File: src/rtl/ps2_pkg.sv
// Shared FSM encoding, failure codes and device response bytes for the
// PS/2 host command controller.
package ps2_pkg;

    typedef enum logic [2:0] {
        ST_IDLE    = 3'd0,
        ST_INHIBIT = 3'd1,
        ST_START   = 3'd2,
        ST_SHIFT   = 3'd3,
        ST_ACK     = 3'd4,
        ST_RESP    = 3'd5
    } ps2_state_t;

    localparam logic [1:0] ERR_TIMEOUT = 2'd0;
    localparam logic [1:0] ERR_NO_ACK  = 2'd1;
    localparam logic [1:0] ERR_RESEND  = 2'd2;
    localparam logic [1:0] ERR_UNEXP   = 2'd3;

    localparam logic [7:0] RESP_ACK    = 8'hFA;
    localparam logic [7:0] RESP_RESEND = 8'hFE;

    localparam logic [1:0] MAX_RETRY   = 2'd2;

    function automatic logic odd_parity(input logic [7:0] b);
        return ~^b;
    endfunction

endpackage

File: src/rtl/ps2_cmd_ctrl_if.sv
// Command / receive-path handshake bundle between a host and ps2_cmd_ctrl.
interface ps2_cmd_ctrl_if;

    logic       i_cmd_valid;
    logic [7:0] i_cmd_data;
    logic       o_cmd_ready;
    logic       i_rx_valid;
    logic [7:0] i_rx_byte;
    logic       o_rx_inhibit;
    logic       o_done;
    logic       o_err;
    logic [1:0] o_err_code;

    modport slave (
        input  i_cmd_valid, i_cmd_data, i_rx_valid, i_rx_byte,
        output o_cmd_ready, o_rx_inhibit, o_done, o_err, o_err_code
    );

    modport master (
        output i_cmd_valid, i_cmd_data, i_rx_valid, i_rx_byte,
        input  o_cmd_ready, o_rx_inhibit, o_done, o_err, o_err_code
    );

endinterface

File: src/rtl/ps2_sync_edge.sv
// Two-flop synchronizer for an idle-high PS/2 line with a one-cycle
// falling-edge strobe (synchronized 1 followed by synchronized 0).
module ps2_sync_edge (
    input  logic clk,
    input  logic rst,
    input  logic async_in,
    output logic sync_out,
    output logic fall
);

    logic meta_r;
    logic sync_r;
    logic prev_r;

    // Synchronizer chain plus one delayed copy; preset high to match an idle bus.
    always_ff @(posedge clk) begin
        if (rst) begin
            meta_r <= 1'b1;
            sync_r <= 1'b1;
            prev_r <= 1'b1;
        end else begin
            meta_r <= async_in;
            sync_r <= meta_r;
            prev_r <= sync_r;
        end
    end

    assign sync_out = sync_r;
    assign fall     = prev_r & ~sync_r;

endmodule

File: src/rtl/ps2_cmd_ctrl.sv
// PS/2 host-to-device command sender: inhibit, framed transmit, line ACK,
// device response handling with resend retries and a per-state watchdog.
module ps2_cmd_ctrl
    import ps2_pkg::*;
#(
    parameter int CLK_HZ      = 50000000,
    parameter int INHIBIT_CYC = 5000,
    parameter int TIMEOUT_CYC = 750000
) (
    input  logic           CLK_50M,
    input  logic           RST,
    input  logic           PS2_CLK,
    input  logic           PS2_DATA,
    output logic           o_clk_oe,
    output logic           o_data_oe,
    ps2_cmd_ctrl_if.slave  bus
);

    if (CLK_HZ <= 0 || INHIBIT_CYC < 1 || INHIBIT_CYC > 1048576 ||
        TIMEOUT_CYC < 2 || TIMEOUT_CYC > 1048576) begin : g_param_check
        $error("ps2_cmd_ctrl: parameter out of range");
    end

    localparam logic [19:0] INH_LAST = 20'(INHIBIT_CYC - 1);
    localparam logic [19:0] TO_LAST  = 20'(TIMEOUT_CYC - 1);

    ps2_state_t  state_r, state_s;
    logic [19:0] cnt_r, cnt_s;
    logic [3:0]  edge_r, edge_s;
    logic [1:0]  retry_r, retry_s;
    logic [7:0]  byte_r, byte_s;
    logic        parity_r, parity_s;
    logic        ack_r, ack_s;
    logic [10:0] frame_s;

    logic        ready_r, ready_s;
    logic        clk_oe_r, clk_oe_s;
    logic        data_oe_r, data_oe_s;
    logic        rx_inh_r, rx_inh_s;
    logic        done_r, done_s;
    logic        err_r, err_s;
    logic [1:0]  code_r, code_s;

    logic        clk_level_s, clk_fall_s;
    logic        data_sync_s, data_fall_s;
    logic        unused_s;

    ps2_sync_edge u_sync_clk (
        .clk      (CLK_50M),
        .rst      (RST),
        .async_in (PS2_CLK),
        .sync_out (clk_level_s),
        .fall     (clk_fall_s)
    );

    ps2_sync_edge u_sync_data (
        .clk      (CLK_50M),
        .rst      (RST),
        .async_in (PS2_DATA),
        .sync_out (data_sync_s),
        .fall     (data_fall_s)
    );

    assign unused_s = clk_level_s ^ data_fall_s;

    // Next-state, counters and next registered outputs (derived from the next state).
    always_comb begin
        state_s  = state_r;
        cnt_s    = cnt_r + 20'd1;
        edge_s   = edge_r;
        retry_s  = retry_r;
        byte_s   = byte_r;
        parity_s = parity_r;
        ack_s    = ack_r;
        done_s   = 1'b0;
        err_s    = 1'b0;
        code_s   = code_r;

        case (state_r)
            ST_IDLE: begin
                cnt_s  = 20'd0;
                edge_s = 4'd0;
                if (bus.i_cmd_valid && ready_r) begin
                    byte_s   = bus.i_cmd_data;
                    parity_s = odd_parity(bus.i_cmd_data);
                    retry_s  = 2'd0;
                    code_s   = ERR_TIMEOUT;
                    state_s  = ST_INHIBIT;
                end else begin
                    state_s  = ST_IDLE;
                end
            end
            ST_INHIBIT: begin
                if (cnt_r == INH_LAST) begin
                    cnt_s   = 20'd0;
                    state_s = ST_START;
                end else begin
                    state_s = ST_INHIBIT;
                end
            end
            ST_START: begin
                cnt_s   = 20'd0;
                edge_s  = 4'd0;
                state_s = ST_SHIFT;
            end
            ST_SHIFT: begin
                if (clk_fall_s) begin
                    cnt_s  = 20'd0;
                    edge_s = edge_r + 4'd1;
                    if (edge_r == 4'd10) begin
                        ack_s   = data_sync_s;
                        state_s = ST_ACK;
                    end else begin
                        state_s = ST_SHIFT;
                    end
                end else if (cnt_r == TO_LAST) begin
                    cnt_s   = 20'd0;
                    err_s   = 1'b1;
                    code_s  = ERR_TIMEOUT;
                    state_s = ST_IDLE;
                end else begin
                    state_s = ST_SHIFT;
                end
            end
            ST_ACK: begin
                cnt_s = 20'd0;
                if (!ack_r) begin
                    state_s = ST_RESP;
                end else begin
                    err_s   = 1'b1;
                    code_s  = ERR_NO_ACK;
                    state_s = ST_IDLE;
                end
            end
            ST_RESP: begin
                if (bus.i_rx_valid) begin
                    cnt_s = 20'd0;
                    if (bus.i_rx_byte == RESP_ACK) begin
                        done_s  = 1'b1;
                        state_s = ST_IDLE;
                    end else if (bus.i_rx_byte == RESP_RESEND && retry_r < MAX_RETRY) begin
                        retry_s = retry_r + 2'd1;
                        state_s = ST_INHIBIT;
                    end else if (bus.i_rx_byte == RESP_RESEND) begin
                        err_s   = 1'b1;
                        code_s  = ERR_RESEND;
                        state_s = ST_IDLE;
                    end else begin
                        err_s   = 1'b1;
                        code_s  = ERR_UNEXP;
                        state_s = ST_IDLE;
                    end
                end else if (cnt_r == TO_LAST) begin
                    cnt_s   = 20'd0;
                    err_s   = 1'b1;
                    code_s  = ERR_TIMEOUT;
                    state_s = ST_IDLE;
                end else begin
                    state_s = ST_RESP;
                end
            end
            default: begin
                cnt_s   = 20'd0;
                state_s = ST_IDLE;
            end
        endcase

        // Frame as seen on the wire: start(0), d0..d7, parity, stop(1).
        frame_s   = {1'b1, parity_s, byte_s, 1'b0};
        ready_s   = (state_s == ST_IDLE);
        clk_oe_s  = (state_s == ST_INHIBIT);
        rx_inh_s  = (state_s == ST_INHIBIT) || (state_s == ST_START) ||
                    (state_s == ST_SHIFT)   || (state_s == ST_ACK);
        data_oe_s = 1'b0;
        case (state_s)
            ST_INHIBIT: data_oe_s = (cnt_s == INH_LAST);
            ST_START:   data_oe_s = 1'b1;
            ST_SHIFT: begin
                if (edge_s <= 4'd10) begin
                    data_oe_s = ~frame_s[edge_s];
                end else begin
                    data_oe_s = 1'b0;
                end
            end
            default:    data_oe_s = 1'b0;
        endcase
    end

    // State, counters and registered outputs.
    always_ff @(posedge CLK_50M) begin
        if (RST) begin
            state_r   <= ST_IDLE;
            cnt_r     <= 20'd0;
            edge_r    <= 4'd0;
            retry_r   <= 2'd0;
            byte_r    <= 8'd0;
            parity_r  <= 1'b0;
            ack_r     <= 1'b0;
            ready_r   <= 1'b0;
            clk_oe_r  <= 1'b0;
            data_oe_r <= 1'b0;
            rx_inh_r  <= 1'b0;
            done_r    <= 1'b0;
            err_r     <= 1'b0;
            code_r    <= 2'd0;
        end else begin
            state_r   <= state_s;
            cnt_r     <= cnt_s;
            edge_r    <= edge_s;
            retry_r   <= retry_s;
            byte_r    <= byte_s;
            parity_r  <= parity_s;
            ack_r     <= ack_s;
            ready_r   <= ready_s;
            clk_oe_r  <= clk_oe_s;
            data_oe_r <= data_oe_s;
            rx_inh_r  <= rx_inh_s;
            done_r    <= done_s;
            err_r     <= err_s;
            code_r    <= code_s;
        end
    end

    assign o_clk_oe         = clk_oe_r;
    assign o_data_oe        = data_oe_r;
    assign bus.o_cmd_ready  = ready_r;
    assign bus.o_rx_inhibit = rx_inh_r;
    assign bus.o_done       = done_r;
    assign bus.o_err        = err_r;
    assign bus.o_err_code   = code_r;

endmodule

File: src/flat_wrapper.sv
// flat-port wrapper written by rule: the top's interface ports become plain ports
module ps2_cmd_ctrl_flat import ps2_pkg::*;
#(
    parameter int CLK_HZ      = 50000000,
    parameter int INHIBIT_CYC = 5000,
    parameter int TIMEOUT_CYC = 750000
)
  (CLK_50M, RST, PS2_CLK, PS2_DATA, o_clk_oe, o_data_oe, bus_i_cmd_valid, bus_i_cmd_data, bus_i_rx_valid, bus_i_rx_byte, bus_o_cmd_ready, bus_o_rx_inhibit, bus_o_done, bus_o_err, bus_o_err_code);
  ps2_cmd_ctrl_if bus_i ();
  input  logic CLK_50M;
  input  logic RST;
  input  logic PS2_CLK;
  input  logic PS2_DATA;
  output logic o_clk_oe;
  output logic o_data_oe;
  input wire logic [$bits(bus_i.i_cmd_valid)-1:0] bus_i_cmd_valid;
  input wire logic [$bits(bus_i.i_cmd_data)-1:0] bus_i_cmd_data;
  input wire logic [$bits(bus_i.i_rx_valid)-1:0] bus_i_rx_valid;
  input wire logic [$bits(bus_i.i_rx_byte)-1:0] bus_i_rx_byte;
  output wire logic [$bits(bus_i.o_cmd_ready)-1:0] bus_o_cmd_ready;
  output wire logic [$bits(bus_i.o_rx_inhibit)-1:0] bus_o_rx_inhibit;
  output wire logic [$bits(bus_i.o_done)-1:0] bus_o_done;
  output wire logic [$bits(bus_i.o_err)-1:0] bus_o_err;
  output wire logic [$bits(bus_i.o_err_code)-1:0] bus_o_err_code;
  assign bus_i.i_cmd_valid = bus_i_cmd_valid;
  assign bus_i.i_cmd_data = bus_i_cmd_data;
  assign bus_i.i_rx_valid = bus_i_rx_valid;
  assign bus_i.i_rx_byte = bus_i_rx_byte;
  assign bus_o_cmd_ready = bus_i.o_cmd_ready;
  assign bus_o_rx_inhibit = bus_i.o_rx_inhibit;
  assign bus_o_done = bus_i.o_done;
  assign bus_o_err = bus_i.o_err;
  assign bus_o_err_code = bus_i.o_err_code;
  ps2_cmd_ctrl #(.CLK_HZ(CLK_HZ), .INHIBIT_CYC(INHIBIT_CYC), .TIMEOUT_CYC(TIMEOUT_CYC)) u_core (.CLK_50M(CLK_50M), .RST(RST), .PS2_CLK(PS2_CLK), .PS2_DATA(PS2_DATA), .o_clk_oe(o_clk_oe), .o_data_oe(o_data_oe), .bus(bus_i));
endmodule
File: config.mk
export PLATFORM = sky130hd
export DESIGN_NAME = ps2_cmd_ctrl_flat
export DESIGN_NICKNAME = d
export VERILOG_FILES = /design/src/rtl/ps2_pkg.sv /design/src/rtl/ps2_cmd_ctrl_if.sv /design/src/rtl/ps2_sync_edge.sv /design/src/rtl/ps2_cmd_ctrl.sv /design/src/flat_wrapper.sv
export SDC_FILE = /design/constraint.sdc
export NUM_CORES = 1
export LEC_CHECK = 0
export CAP_MARGIN = 20
export CORE_ASPECT_RATIO = 1.2
export CORE_MARGIN = 5
export CORE_UTILIZATION = 56
export DETAILED_ROUTE_END_ITERATION = 6
export PLACE_DENSITY_LB_ADDON = 0.2
export SYNTH_ARGS = -nofsm -noshare
export SYNTH_HDL_FRONTEND = slang
export SYNTH_HIERARCHICAL = 1
export SYNTH_SLANG_ARGS = --single-unit
File: constraint.sdc
create_clock -name CLK_50M -period 3.1 [get_ports CLK_50M]
set_clock_uncertainty 0.2 [all_clocks]
set_input_delay 0.62 -clock CLK_50M [delete_from_list [all_inputs] [get_ports CLK_50M]]
set_output_delay 0.62 -clock CLK_50M [all_outputs]
set_load 0.02 [all_outputs]
## After elaboration in Yosys (flattened, before gate mapping)

Index checks and enable logic that the tools add are counted.

| operators by class | value |
|---|---|
| add/subtract/negate cells | 3 |
| magnitude comparators | 3 |
| equality and inequality tests | 23 |
| multiplexer cells | 47 |
| bitwise logic cells | 5 |
| reductions and logical operators | 15 |

Operator list:

| cell | count |
|---|---|
| 20-bit 2-to-1 mux | 4 |
| 20-bit one-hot mux with 3 select lines | 1 |
| 20-bit by 13-bit equality test with 1-bit output, second input constant | 2 |
| 2-bit 2-to-1 mux | 12 |
| 20-bit by 1-bit adder with 20-bit output, second input constant | 1 |
| 20-bit equality test, second input constant | 1 |
| 3-bit 2-to-1 mux | 6 |
| 3-bit one-hot mux with 6 select lines | 1 |
| 8-bit equality test, second input constant | 2 |
| 8-bit 2-to-1 mux | 2 |
| 1-bit 2-to-1 mux | 14 |
| 3-bit by 2-bit equality test with 1-bit output, second input constant | 4 |
| 3-bit equality test, second input constant | 3 |
| 2-bit one-hot mux with 4 select lines | 1 |
| 4-bit one-hot mux with 2 select lines | 1 |
| 8-bit XNOR reduction | 1 |
| 3-bit by 1-bit equality test with 1-bit output, second input constant | 2 |
| 3-bit zero test | 2 |
| 2-bit by 1-bit != test with 1-bit output, second input constant | 3 |
| 2-bit != test, second input constant | 3 |
| 3-bit != test, second input constant | 2 |
| 1-bit one-hot mux with 3 select lines | 2 |
| 6-bit AND reduction | 1 |
| 4-bit by 5-bit < comparator with 1-bit output, second input constant | 1 |
| 18 further kinds | 24 |

| word-level totals | value |
|---|---|
| flip-flop bits (word level) | 52 |
| output and inout bits | 8 |
| logic and storage cells | 115 |

## Logic depth before layout (Yosys ltp)

Gate-level depths: netlist (run 1).

| logic depth | value |
|---|---|
| depth after elaboration | 10 |
| gate-level depth with buffers | 9 |
| gate-level depth less buffers | 9 |

## Cells and area by module

The synthesis (run 1) kept the hierarchy.

By module, submodules not included:

| module | instances | cells an instance | area each (µm²) | sequential area each (µm²) |
|---|---|---|---|---|
| ps2_cmd_ctrl | 1 | 342 | 2753.9 | 940.9 |
| ps2_sync_edge | 2 | 7 | 85.1 | 60.1 |

## Least setup slack after synthesis (run 1)

No wires, ideal clock.

| path | value |
|---|---|
| path kind | input -> register |
| start point | input port bus_i_rx_byte[6] |
| end point | register u_core.data_oe_r (netlist: u_core/o_data_oe) |
| library setup time | 0.072 ns |
| data arrival time | 2.051 ns |
| setup slack | 0.778 ns |
| stages | 6 |
| cells stage by stage | nand4_1 or4_1 o311ai_1 o21bai_1 nor4_1 a2bb2oi_1 |

| on the way | value |
|---|---|
| longest elaborated chain between the ends | 8 |
| elaborated cells between the ends (all ways) | 11 |

RTL lines:

| element | line | text |
|---|---|---|
| start: declaration | flat_wrapper.sv:19 | `input wire logic [$bits(bus_i.i_rx_byte)-1:0] bus_i_rx_byte;` |
| 8-bit equality test | ps2_cmd_ctrl.sv:141 | `end else if (bus.i_rx_byte == RESP_RESEND && retry_r < MAX_RETRY) begin` |
| 1-bit logical AND | ps2_cmd_ctrl.sv:141 |  |
| 1-bit 2-to-1 mux | ps2_cmd_ctrl.sv:141 |  |
| 3-bit 2-to-1 mux * | ps2_cmd_ctrl.sv:138 | `if (bus.i_rx_byte == RESP_ACK) begin` |
| 3-bit 2-to-1 mux * | ps2_cmd_ctrl.sv:136 | `if (bus.i_rx_valid) begin` |
| 3-bit one-hot mux with 6 select lines * | ps2_cmd_ctrl.sv:79 | `case (state_r)` |
| 3-bit by 2-bit equality test with 1-bit output / 3-bit by 1-bit equality test with 1-bit output (equally long branches) | ps2_cmd_ctrl.sv:175 | `case (state_s)` |
| 1-bit one-hot mux with 3 select lines * | ps2_cmd_ctrl.sv:175 |  |
| end signal: assignment | ps2_cmd_ctrl.sv:216 | `data_oe_r <= data_oe_s;` |
| end: declaration | ps2_cmd_ctrl.sv:38 | `logic data_oe_r, data_oe_s;` |

Mark *: on every way between the ends. The rest lies on a longest branch, timed or not.
A chain may end at the register's enable or synchronous reset.

## Worst setup path after layout (run 1)

Ends and elaborated chain as after synthesis.

==> results of run 1 <==
==> stage by stage <==
| stage | power (mW) | instance area (um2) | hold WS, ns |
|---|---|---|---|
| after floorplan | 0.7868 | 2892 | 0.1854 |
| after global placement | 0.8456 | 3182 | 0.1873 |
| after detailed placement | 0.8490 | 3182 | 0.2018 |
| after CTS | 1.312 | 3293 | 0.2115 |
| after global routing | 1.353 | 3293 | 0.2206 |
| final | 1.295 | 3293 | 0.2075 |
==> per-layer routing <==
metal | global-route usage (%) | vias up | part of all wire [%]
met5 | 0 | - | 0
met4 | 7.790 | 0 | 1.8
met3 | 3.636 | 12 | 5.1
met2 | 39.28 | 58 | 54
met1 | 22.79 | 1192 | 39
li1 | - | 1297 | -
==> flip-flops by register name, summed over array words and instances (netlist names), 2 cells and up <==
signal,count
u_core/bus.o_err_code,2
u_core/byte_r,8
u_core/cnt_r,20
u_core/edge_r,4
u_core/retry_r,2
u_core/state_r,3
==> worst min-delay path by stage <==
stage,startpoint,end,slack (ns),cells past startpoint
5_1_grt,u_core/u_sync_data/meta_r,u_core/u_sync_data/sync_out,0.22,1
2_1_floorplan,u_core/u_sync_clk/meta_r,u_core/u_sync_clk/sync_out,0.19,1
3_5_place_dp,u_core/u_sync_data/meta_r,u_core/u_sync_data/sync_out,0.20,1
6_report,u_core/u_sync_data/meta_r,u_core/u_sync_data/sync_out,0.21,1
3_3_place_gp,u_core/u_sync_clk/meta_r,u_core/u_sync_clk/sync_out,0.19,1
4_1_cts,u_core/u_sync_data/meta_r,u_core/u_sync_data/sync_out,0.21,1
==> final cells by class <==
cell class	instances	share of cell area [%]
Multi-Input combinational cell	273	51.41
Clock inverter	3	1.292
Clock buffer	5	2.090
Inverter	8	0.9119
Sequential cell	52	31.61
Timing Repair Buffer	36	10.41
Tap cell	60	2.280
==> power by group <==
part           internal (mW)  total [mW]  switching [mW]
logic                 0.0696       0.140          0.0705
clock network          0.239       0.462           0.223
registers              0.683       0.693         0.00995
total                  0.992        1.30           0.304
==> layout by cell type, fill, tap and decap left out, drive strengths merged, types with 3 or more instances in the layout <==
master,count
a21oi,21
a31oi,4
and2,3
and3,4
buf,7
clkbuf,5
clkdlybuf4s50,29
dfxtp,52
ha,3
inv,8
mux2i,6
nand2,35
nand2b,5
nand3,15
nand4,11
nor2,53
nor2b,5
nor3,12
nor3b,4
nor4,7
o211ai,4
o21ai,11
o311ai,3
o31ai,3
or2,6
or3,3
or4,3
xnor2,16
xor2,9
==> flow_summary.json, run 1 <==
{
  "synth_nets": 378,
  "path_cells": "clkdlybuf4s50_1 -> nand4_1 -> or4_1 -> o311ai_1 -> o21bai_1 -> nor4_1 -> a2bb2oi_1",
  "cp.arrival_ns": 2.82,
  "finalWorstSetupSlack_ns": 0.3292,
  "antenna_left": 0,
  "multi_input_area_um2": 1693,
  "crit_family": "simple AND/OR/NAND/NOR gates",
  "core.rowCount": 28,
  "insertion_delay_ns": 0.31,
  "min_path_type": "flop to flop",
  "drt_pass1_iterations": 4,
  "antenna_found_initial": 0,
  "cpPeakStageDelay_ns": 0.58,
  "cts_buffer_depth": 2,
  "layout.nets": 401,
  "worstPathRequired_ns": 3.15,
  "htree_levels": 2,
  "instances_no_fill": 437,
  "die_w_um": 75.60,
  "outcome": "finished, final reports clean",
  "seq_area_um2": 1041,
  "post-route-util_pct": 66.20,
  "dp_hpwl_mm": 4.814,
  "cellLeakagePower_nw": 1.123,
  "slowest_stage": "or4_1",
  "maxCapViolations": 0,
  "clock.fmax_mhz": 360.9,
  "grt-ovfl-total": 0,
  "pre_cts_slack_ns": 0.07841,
  "worstMarginPinSlew_ns": 0.6161,
  "synth_warnings": 6,
  "rsz0062_at_grt": "no",
  "drt-total-wl_mm": 6.423,
  "cp.depth": 7,
  "p_per_area_nw_per_um2": 393.4,
  "nFillCells": 450,
  "drt_iter0_drc": 153,
  "finalSetupViolations": 0,
  "via_per_inst": 5.856,
  "syn2layout_area_growth_pct": 13.89,
  "min_period_ns": 2.771,
  "hold_viol": 0,
  "grt_use_total_pct": 20.91,
  "holdBufCountCts": 0,
  "r2r_slack_ns": 0.46,
  "ios": 30,
  "synth_cells": 353,
  "gp_congestion": 0.9154,
  "post_cts_buffers": 0,
  "drive_above_1_share_pct": 8.753,
  "cts.repair.resized": 0,
  "start_util_pct": 58.12,
  "drc": 0,
  "vias": 2559,
  "wl_per_cell_um": 14.70,
  "start_kind": "primary input",
  "grt_pass1_vias": 2460,
  "core_area_um2": 4975,
  "critPathKind": "primary input to flop",
  "reg2regPathDepth": 7,
  "cp.buffers_inverters": 1,
  "synth.cell_area_um2": 2892,
  "cts_tree": "done",
  "fin_crit_sh_pct": 89.38,
  "path_max_fanout": 5,
  "peakVddDrop_mv": 0.2389,
  "r2r_end": "u_core/o_data_oe",
  "end_kind": "flop",
  "clock-sinks": 52,
  "dp.cells": 429,
  "crit_path_start": "bus_i_rx_byte[6]",
  "insertedDiodeCount": 0,
  "final_max_slew_viol_count": 0,
  "cts_buffers": 5,
  "port_buffers": 29,
  "crit_path_end": "u_core/o_data_oe",
  "path_clk_slew_ns": 0.10,
  "grt_pass1_wl_mm": 10.94,
  "die_area_um2": 6706,
  "relSlewSlack_pct": 57.87,
  "r2r-start": "u_core/cnt_r[3]",
  "die_h_um": 88.72,
  "tns_ns": 0,
  "cts_root_buf": "clkbuf_8",
  "grt_max_degree": 23,
  "syn_avg_cell_area_um2": 8.191
}
Note: power is estimated with default switching activity, not from simulation.
==> inputs of run 2 (changes only) <==
==> constraint.sdc (replaced) <==
create_clock -name CLK_50M -period 3.3 [get_ports CLK_50M]
set_clock_uncertainty 0.2 [all_clocks]
set_input_delay 0.66 -clock CLK_50M [delete_from_list [all_inputs] [get_ports CLK_50M]]
set_output_delay 0.66 -clock CLK_50M [all_outputs]
set_load 0.02 [all_outputs]
==> flow_summary.json, run 2 (same netlist as run 1, synthesis figures left out) <==
{
  "grt_max_degree": 21,
  "cts_tree": "done",
  "finalSetupViolations": 0,
  "die_area_um2": 6706,
  "cts_buffer_depth": 2,
  "p_per_area_nw_per_um2": 366.8,
  "drt_pass1_iterations": 4,
  "nFillCells": 447,
  "grt_pass1_vias": 2458,
  "vias": 2524,
  "drt-total-wl_mm": 6.250,
  "antenna_found_initial": 0,
  "end_kind": "flop",
  "path_max_fanout": 5,
  "pre_cts_slack_ns": 0.2461,
  "antenna_left": 0,
  "cts_root_buf": "clkbuf_8",
  "start_kind": "primary input",
  "layout.nets": 398,
  "via_per_inst": 5.816,
  "grt-ovfl-total": 0,
  "core_area_um2": 4975,
  "die_h_um": 88.72,
  "hold_viol": 0,
  "drive_above_1_share_pct": 7.754,
  "reg_top3": "u_core/cnt_r (20), u_core/byte_r (8), u_core/edge_r (4)",
  "cp.arrival_ns": 2.78,
  "gp_congestion": 0.8895,
  "largest-register": "u_core/cnt_r",
  "drt_iter0_drc": 195,
  "holdBufCountCts": 0,
  "tns_ns": 0,
  "ios": 30,
  "r2r-start": "u_core/state_r[0]",
  "largest_reg_flops": 20,
  "port_buffers": 29,
  "min_period_ns": 2.746,
  "crit_path_start": "bus_i_rx_byte[7]",
  "dp_hpwl_mm": 4.725,
  "final_max_slew_viol_count": 0,
  "insertion_delay_ns": 0.30,
  "finalWorstSetupSlack_ns": 0.5536,
  "clock-sinks": 52,
  "worstPathRequired_ns": 3.34,
  "outcome": "finished, final reports clean",
  "fin_crit_sh_pct": 83.22,
  "insertedDiodeCount": 0,
  "min_path_type": "flop to flop",
  "path_clk_slew_ns": 0.09,
  "grt_use_total_pct": 20.41,
  "critPathKind": "primary input to flop",
  "start_util_pct": 58.12,
  "syn2layout_area_growth_pct": 12.98,
  "cellLeakagePower_nw": 1.109,
  "worstMarginPinSlew_ns": 0.6308,
  "grt_pass1_wl_mm": 10.90,
  "clock.fmax_mhz": 364.1,
  "htree_levels": 2,
  "peakVddDrop_mv": 0.2172,
  "core.rowCount": 28,
  "rsz0062_at_grt": "no",
  "relSlewSlack_pct": 56.86,
  "min-delay-start": "u_core/u_sync_clk/meta_r",
  "maxCapViolations": 0,
  "drc": 0,
  "most-common-layout-cells": "nor2_1 (52), dfxtp_1 (52), nand2_1 (35), clkdlybuf4s50_1 (29), a21oi_1 (21)",
  "die_w_um": 75.60,
  "post_cts_buffers": 0,
  "cts_buffers": 5,
  "cts.repair.resized": 0,
  "wl_per_cell_um": 14.40
}
==> run 2: worst max-delay path: stages <==
cell,delay [ns]
clkdlybuf4s50_1,0.46
nand4_1,0.11
or4_1,0.57
o311ai_1,0.35
o21bai_1,0.11
nor4_1,0.35
a2bb2oi_1,0.18
==> run 2: final timing paths <==
check | to | slack [ns] | depth (start not counted)
worst min register to register | u_core/u_sync_clk/sync_out | 0.21 | 1
worst min-delay path | u_core/u_sync_clk/sync_out | 0.21 | 1
worst max register to register | u_core/o_data_oe | 0.65 | 7
worst max-delay path | u_core/o_data_oe | 0.55 | 7
==> run 2: per-stage QoR <==
step | area (um2) | std cells | power, mW | utilization (%) | hold slack (ns)
2_1_floorplan | 2892 | 353 | 0.7391 | - | 0.1854
3_3_place_gp | 3159 | 426 | 0.7912 | 63.51 | 0.1913
3_5_place_dp | 3159 | 426 | 0.7942 | 63.51 | 0.1919
4_1_cts | 3267 | 434 | 1.213 | 65.67 | 0.2155
5_1_grt | 3267 | 434 | 1.255 | 65.67 | 0.2568
6_report | 3267 | 434 | 1.198 | 65.67 | 0.2119
==> run 2: final cells by class <==
cell class | count | area, um2 | area share, %
multi-input combinational | 273 | 1693 | 51.82
sequential | 52 | 1041 | 31.87
timing repair buffer | 33 | 320.3 | 9.805
tap | 60 | 75.07 | 2.298
clock buffer | 6 | 72.57 | 2.221
clock inverter | 2 | 35.03 | 1.072
inverter | 8 | 30.03 | 0.9192
==> run 2: metal layers <==
layer	routed length (um)	track usage [%]	vias up
met2	3297	36.53	52
met4	138	8.108	0
met1	2550	23.92	1166
met3	263	3.068	12
li1	-	-	1294
met5	0	0	-
==> run 2: report_power, final <==
| group | leakage (nW) | switching, mW | internal (mW) |
|---|---|---|---|
| sequential | 0.422 | 0.0124 | 0.642 |
| clock | 0.0552 | 0.194 | 0.225 |
| combinational | 0.633 | 0.0619 | 0.0628 |
